**src/rtl/encoder_pkg.sv**
```systemverilog
// Shared types and constants for the event encoder and its arbiter helper.
package encoder_pkg;

  // Output-side state: IDLE has no code presented, HOLD presents q with valid=1.
  typedef enum logic [0:0] {
    ST_IDLE = 1'b0,
    ST_HOLD = 1'b1
  } state_e;

  // Priority scheme selectors for PRIO_MODE / the picker mode input.
  localparam int PRIO_FIXED = 0;
  localparam int PRIO_RR    = 1;

endpackage

```
**src/rtl/rr_priority_pick.sv**
```systemverilog
// Combinational request picker: fixed (highest index wins) or round-robin
// (search starts just after ptr and wraps). Kept standalone for reuse by arbiters.
module rr_priority_pick #(
  parameter int N = 4,
  parameter int W = 2
) (
  input  logic [N-1:0] req,
  input  logic [W-1:0] ptr,
  input  logic         mode,
  output logic         any,
  output logic [W-1:0] idx,
  output logic [N-1:0] onehot
);
  import encoder_pkg::*;

  // Scan in reverse priority order so the last hit is the winner.
  always_comb begin
    logic [W-1:0] j;
    any = |req;
    idx = '0;
    j   = '0;
    if (mode == PRIO_RR[0]) begin
      // k = N maps to ptr itself (lowest priority); k = 1 is ptr+1 (highest).
      // N is a power of two, so W-bit addition wraps modulo N for free.
      for (int k = N; k >= 1; k--) begin
        j = ptr + W'(k);
        if (req[j]) idx = j;
      end
    end else begin
      for (int i = 0; i < N; i++) begin
        if (req[i]) idx = W'(i);
      end
    end
  end

  genvar gi;
  generate
    for (gi = 0; gi < N; gi++) begin : g_onehot
      assign onehot[gi] = any && (idx == W'(gi));
    end
  endgenerate

endmodule

```
**src/rtl/event_encoder4x2.sv**
```systemverilog
// Sequential N-to-W encoder: captures event pulses into sticky pending bits and
// drains them one code per handshake over a valid/ready interface.
module event_encoder4x2
  import encoder_pkg::*;
#(
  parameter int N         = 4,
  parameter int W         = 2,
  parameter int PRIO_MODE = PRIO_FIXED
) (
  input  logic         clk,
  input  logic         rst_n,
  input  logic         enable,
  input  logic [N-1:0] d,
  output logic [W-1:0] q,
  output logic         valid,
  input  logic         ready,
  output logic [N-1:0] pending,
  output logic         overflow,
  output logic         idle
);

  state_e       state_q, state_d;
  logic [N-1:0] pending_q, pending_d;
  logic [W-1:0] q_q, q_d;
  logic         valid_q, valid_d;
  logic         overflow_q, overflow_d;
  logic [W-1:0] ptr_q, ptr_d;

  logic         sel_any;
  logic [W-1:0] sel_idx;
  logic [N-1:0] sel_onehot;
  logic         load;
  logic [N-1:0] set_vec;
  logic [N-1:0] clr_vec;

  // Selection looks only at registered pending; same-cycle d is invisible.
  rr_priority_pick #(.N(N), .W(W)) u_pick (
    .req    (pending_q),
    .ptr    (ptr_q),
    .mode   (PRIO_MODE == PRIO_RR),
    .any    (sel_any),
    .idx    (sel_idx),
    .onehot (sel_onehot)
  );

  // Next-state, capture and load logic; set beats clear on the same line.
  always_comb begin
    state_d    = state_q;
    q_d        = q_q;
    valid_d    = valid_q;
    ptr_d      = ptr_q;
    load       = 1'b0;
    set_vec    = enable ? d : '0;

    case (state_q)
      ST_IDLE: begin
        if (sel_any) begin
          load    = 1'b1;
          valid_d = 1'b1;
          state_d = ST_HOLD;
        end
      end
      ST_HOLD: begin
        if (ready) begin
          if (sel_any) begin
            load = 1'b1;
          end else begin
            // q keeps its last value once the stream runs dry.
            valid_d = 1'b0;
            state_d = ST_IDLE;
          end
        end
      end
      default: state_d = ST_IDLE;
    endcase

    if (load) begin
      q_d   = sel_idx;
      ptr_d = sel_idx;
    end

    clr_vec    = load ? sel_onehot : '0;
    pending_d  = set_vec | (pending_q & ~clr_vec);
    // A collision with a line being loaded this cycle is a fresh request, not overflow.
    overflow_d = |(set_vec & pending_q & ~clr_vec);
  end

  // State and output registers; pointer resets to N-1 so RR starts at line 0.
  always_ff @(posedge clk or negedge rst_n) begin
    if (!rst_n) begin
      state_q    <= ST_IDLE;
      pending_q  <= '0;
      q_q        <= '0;
      valid_q    <= 1'b0;
      overflow_q <= 1'b0;
      ptr_q      <= W'(N - 1);
    end else begin
      state_q    <= state_d;
      pending_q  <= pending_d;
      q_q        <= q_d;
      valid_q    <= valid_d;
      overflow_q <= overflow_d;
      ptr_q      <= ptr_d;
    end
  end

  assign q        = q_q;
  assign valid    = valid_q;
  assign pending  = pending_q;
  assign overflow = overflow_q;
  assign idle     = !valid_q && (pending_q == '0);

endmodule
```
**config.mk**
```make
export PLATFORM = sky130hd
export DESIGN_NAME = event_encoder4x2
export DESIGN_NICKNAME = d
export VERILOG_FILES = /design/src/rtl/encoder_pkg.sv /design/src/rtl/rr_priority_pick.sv /design/src/rtl/event_encoder4x2.sv
export SDC_FILE = /design/constraint.sdc
export NUM_CORES = 1
export LEC_CHECK = 0
export ABC_CLOCK_PERIOD_IN_PS = 2400
export BUFFER_PORTS_ARGS = -buffer_cell sky130_fd_sc_hd__buf_2
export CAP_MARGIN = 5
export CORE_AREA = 2 2 39 41
export CTS_CLUSTER_DIAMETER = 40
export DETAILED_ROUTE_END_ITERATION = 10
export DIE_AREA = 0 0 41 43
export MAX_ROUTING_LAYER = met4
export PLACE_DENSITY = 0.54
export SLEW_MARGIN = 30
export SYNTH_ARGS = -nofsm -noshare
export SYNTH_HDL_FRONTEND = slang
export SYNTH_SLANG_ARGS = --single-unit
export TNS_END_PERCENT = 100
```
**constraint.sdc**
```tcl
create_clock -name clk -period 2.4 [get_ports clk]
set_input_delay 0.24 -clock clk [delete_from_list [all_inputs] [get_ports clk]]
set_output_delay 0.24 -clock clk [all_outputs]
set_load 0.005 [all_outputs]
```
== After elaboration in Yosys (flattened, before gate mapping) ==
Cells that the tools add are included.

* Register bits after elaboration: 9
* Input port bits: 8
* Output and inout bits: 9

* Eq/ne operators: 6
* Mux-type cells: 14
* Bitwise gates (word level): 6
* Reductions and logical operators: 11

{| class="wikitable"
|+ Operator list
! kind !! number
|-
| bitwise AND 4 bit || 3
|-
| two-way mux 4 bit || 2
|-
| OR reduction 4 bit || 2
|-
| two-way mux 1 bit || 7
|-
| case mux 1 bit (2 select lines) || 3
|-
| logical AND 1 bit || 5
|-
| == test 2 bit, second input constant || 2
|-
| logical NOT 4 bit || 1
|-
| two-way mux 2 bit || 2
|-
| != test 2 bit, second input constant || 2
|-
| NOT 4 bit || 1
|-
| OR 4 bit || 1
|-
| AND reduction 3 bit || 1
|-
| == test 2 x 1 -> 1 bit, second input constant || 1
|-
| logical NOT 2 bit || 1
|-
| != test 2 x 1 -> 1 bit, second input constant || 1
|-
| logical NOT 1 bit || 1
|-
| NOT 1 bit || 1
|}

== Longest topological paths before layout ==
* Depth after elaboration: 9
* Gate-level depth with buffers: 4

== By module ==
Synthesis repeated with hierarchy kept, for this count alone.

* Cells, all modules: 67
* Area, all modules: 659.4 µm²

{| class="wikitable"
|+ By module, submodules not included
! module !! times used !! cells each !! area each (µm²) !! sequential area each (µm²)
|-
| event_encoder4x2 || 1 || 44 || 494.2 || 277.8
|-
| rr_priority_pick || 1 || 23 || 165.2 || 0.0
|}

== Least setup slack after synthesis ==
Ideal clock, no wire load.

* Kind: reg2out
* Start point: register pending_q[1] (netlist: pending[1])
* End point: output port idle
* Data arrival time: 0.979 ns
* Data required time: 2.160 ns
* Path slack: 1.181 ns
* Cell stages (with the launch flop): 3
* Cells stage by stage: dfrtp_1 -> nor4_2 -> and2b_1

* Longest elaborated chain between the ends: 2

{| class="wikitable"
|+ RTL lines
! element !! line !! RTL
|-
| start, declared || event_encoder4x2.sv:23 || <nowiki>logic [N-1:0] pending_q, pending_d;</nowiki>
|-
| start signal, assigned || event_encoder4x2.sv:99 || <nowiki>pending_q <= pending_d;</nowiki>
|-
| logical NOT 4 bit || event_encoder4x2.sv:111 || <nowiki>assign idle = !valid_q && (pending_q == '0);</nowiki>
|-
| logical AND 1 bit || event_encoder4x2.sv:111 ||
|-
| end, declared || event_encoder4x2.sv:19 || <nowiki>output logic idle</nowiki>
|}

No other way between the ends.

== Worst setup path in the final report ==
Ends and elaborated chain as after synthesis.

==> qor.json <==
{
  "run_status": {
    "outcome": "finished clean"
  },
  "route": {
    "antenna_violating_nets_post_route": 0,
    "route.vias.total": 342,
    "viasPerCell": 4.38,
    "route.detailed.wl_per_inst_um": 10.2,
    "drt_drc_violations_left": 0,
    "drt_iter0_drc": 0,
    "detail_route.wirelength_um": 796,
    "number_of_detailed_route_iterations_in_the_first_pass": 1
  },
  "die": {
    "start_util": 0.295,
    "core.rowCount": 14,
    "floorplan.io_pins": 17,
    "die-width_um": 41,
    "design.die.area_um2": 1760,
    "core-area_um2": 1380,
    "die_h_um": 43
  },
  "clock_network": {
    "htree_levels": 1,
    "cts-root-buf": "sky130_fd_sc_hd__clkbuf_4",
    "clock_tree_from_tritoncts": "built",
    "clock_path_buffers": 2,
    "path_clk_slew_ps": 70,
    "insertion_delay_ps": 260,
    "tritoncts.num_buffers": 3,
    "cts.sink_count": 9
  },
  "job": {
    "drv.max_cap_violation_count": 0
  },
  "setup_path": {
    "timing.setup.critical_path_class": "flop to primary output",
    "start_kind": "flop",
    "startpoint_of_the_worst_register_to_register_path": "pending[3]",
    "worst_endpoint_required_time_ps": 2160,
    "critical_path.startpoint": "pending[1]",
    "internal_reg_to_reg_setup_slack_ps": 1180,
    "crit_path_end_kind": "primary output",
    "worst_ep_arrival_time_ps": 1380,
    "crit_fanout": 5
  },
  "power": {
    "leakagePower_nw": 0.266,
    "p_sw_frac": 0.294,
    "switchingPower_mw": 0.120,
    "internal_power_mw": 0.287,
    "share_clk_of_total_power": 0.285,
    "pwr-share-comb": 0.218,
    "power.share.sequential": 0.497,
    "irDropWorstVdd_uv": 305,
    "p_per_area_nw_per_um2": 745
  },
  "synth": {
    "post_synth_design_cell_area_um2": 408,
    "synth_area_leaders": "sky130_fd_sc_hd__dfrtp_1 55%, sky130_fd_sc_hd__nand2_1 13%, sky130_fd_sc_hd__nor2b_4 3.4%, sky130_fd_sc_hd__nor4_2 3.1%, sky130_fd_sc_hd__o31ai_2 3.1%",
    "synth_top_cell_area_share": 0.552,
    "ys_seq_elements": 9,
    "synthesis.area_per_instance_um2": 9.95,
    "yosys.cell_types.count": 17,
    "syn_inst": 41,
    "synthesis.yosys.warnings": 0,
    "yosysTopAreaCell": "sky130_fd_sc_hd__dfrtp_1",
    "synth_nets": 49,
    "seq_area_frac_synth": 0.552
  },
  "global_routing": {
    "grt_pass1_vias": 318,
    "first_pass_grt_wire_length_um": 1300,
    "grt_remaining_overflow": 0,
    "grt_start_max_net_pins": 10,
    "antenna_violations_before_repair": 0,
    "global_route.usage.total": 0.116
  },
  "final_layout": {
    "layout-drive-gt1-share": 0.387,
    "final_standard_cell_utilization_of_the_core": 0.394,
    "area_growth_pct": 33.7,
    "antenna-diode-count": 0,
    "finish.net_count": 71,
    "layout_commonest_cell": "sky130_fd_sc_hd__buf_2",
    "leading_cell_types_in_the_layout_fill_and_taps_excluded": "16 x sky130_fd_sc_hd__buf_2, 14 x sky130_fd_sc_hd__nand2_1, 9 x sky130_fd_sc_hd__dfrtp_1"
  },
  "place": {
    "gp_congestion": 0.705,
    "detailedPlacementHpwl_um": 622,
    "numPortBuffers": 16
  },
  "worst_hold_path": {
    "holdCritStartpoint": "d[2]",
    "worst_hold_path_type": "primary input to flop"
  },
  "timing": {
    "finalMaxSlewViolations": 0,
    "tns_ps": 0,
    "final_hold_viol_count": 0,
    "whs_ps": 188,
    "timing.clock.skew_ps": 5.53,
    "max_slew.worst_pin.slew_ps": 323,
    "slew_limit_headroom": 0.783,
    "timing.final.crit_share": 0.675,
    "max_clock_freq_mhz": 617,
    "timing.final.setup_violations": 0,
    "period_minus_slack_ps": 1620,
    "rsz0062_at_grt": "no"
  }
}
==> worst max-delay path, cell delays in order (launching register included) <==
cell and delay (ps):
sky130_fd_sc_hd__dfrtp_1 440, sky130_fd_sc_hd__nor4_2 390, sky130_fd_sc_hd__and2b_1 190, sky130_fd_sc_hd__buf_2 110
==> worst paths after layout <==
path,endpoint,depth (start not counted)
hold / removal,pending[2],3
hold reg to reg,valid,1
setup reg to reg,overflow,4
setup / recovery,idle,3
min in group asynchronous,q[0],2
max in group asynchronous,valid,2
==> cell usage after synthesis, drive strengths merged <==
master / instances
o211ai: 1
dfrtp: 9
and2b: 1
nand2: 14
o31ai: 1
o22ai: 1
nor2b: 2
nor4: 1
nand2b: 1
a21oi: 2
or2: 2
o22a: 1
o21ai: 3
nor2: 2
==> sequential cells by signal (all words and copies together) (netlist names) <==
signal and flops:
state_q 1, overflow 1, q 2, valid 1
pending 4
==> metrics by stage <==
step / worst slack, ps / cell area, um2 / total power [mW] / instances
6_report: 780 / 546 / 0.406 / 78
5_1_grt: 610 / 546 / 0.448 / 78
4_1_cts: 752 / 546 / 0.418 / 78
3_5_place_dp: 1040 / 508 / 0.296 / 73
2_1_floorplan: 1180 / 408 / 0.249 / 41
3_3_place_gp: 1060 / 508 / 0.296 / 73
==> logic make-up after synthesis <==
| family | Yosys count | synth area share |
|---|---|---|
| AND/OR/NAND/NOR | 23 | 0.291 |
| flip-flops | 9 | 0.552 |
| AO/OA/AOI/OAI | 9 | 0.156 |
==> power by group through the flow <==
stage	Clock [mW]	Sequential [mW]	Combinational, mW
floorplan	0	0.205	0.0437
global placement	0	0.204	0.0921
detailed placement	0	0.206	0.0897
CTS	0.124	0.203	0.0912
global route	0.138	0.209	0.102
finish	0.116	0.202	0.0887
==> per-layer routing <==
| metal | part of all wire | vias to the layer above | GRT usage |
|---|---|---|---|
| met2 | 0.45 | 12 | 0.141 |
| met5 | 0 | - | - |
| met1 | 0.48 | 147 | 0.151 |
| met3 | 0.064 | 0 | 0.0471 |
| met4 | 0 | 0 | 0.0800 |
| li1 | - | 183 | - |
==> what timing repair did <==
action	4_1_cts	5_1_grt
gates resized for setup	0	0
setup buffers	0	0
hold endpoints to repair	9	0
hold buffers	1	0
==> layout make-up <==
cell class                 count  area (um2)
clock buffer                   3        22.5
fill                         142         838
multi-input combinational     32         183
tap                           16        20.0
sequential                     9         225
clock inverter                 1        5.00
timing repair buffer          17        90.1
(Power assumes the default switching activity.)
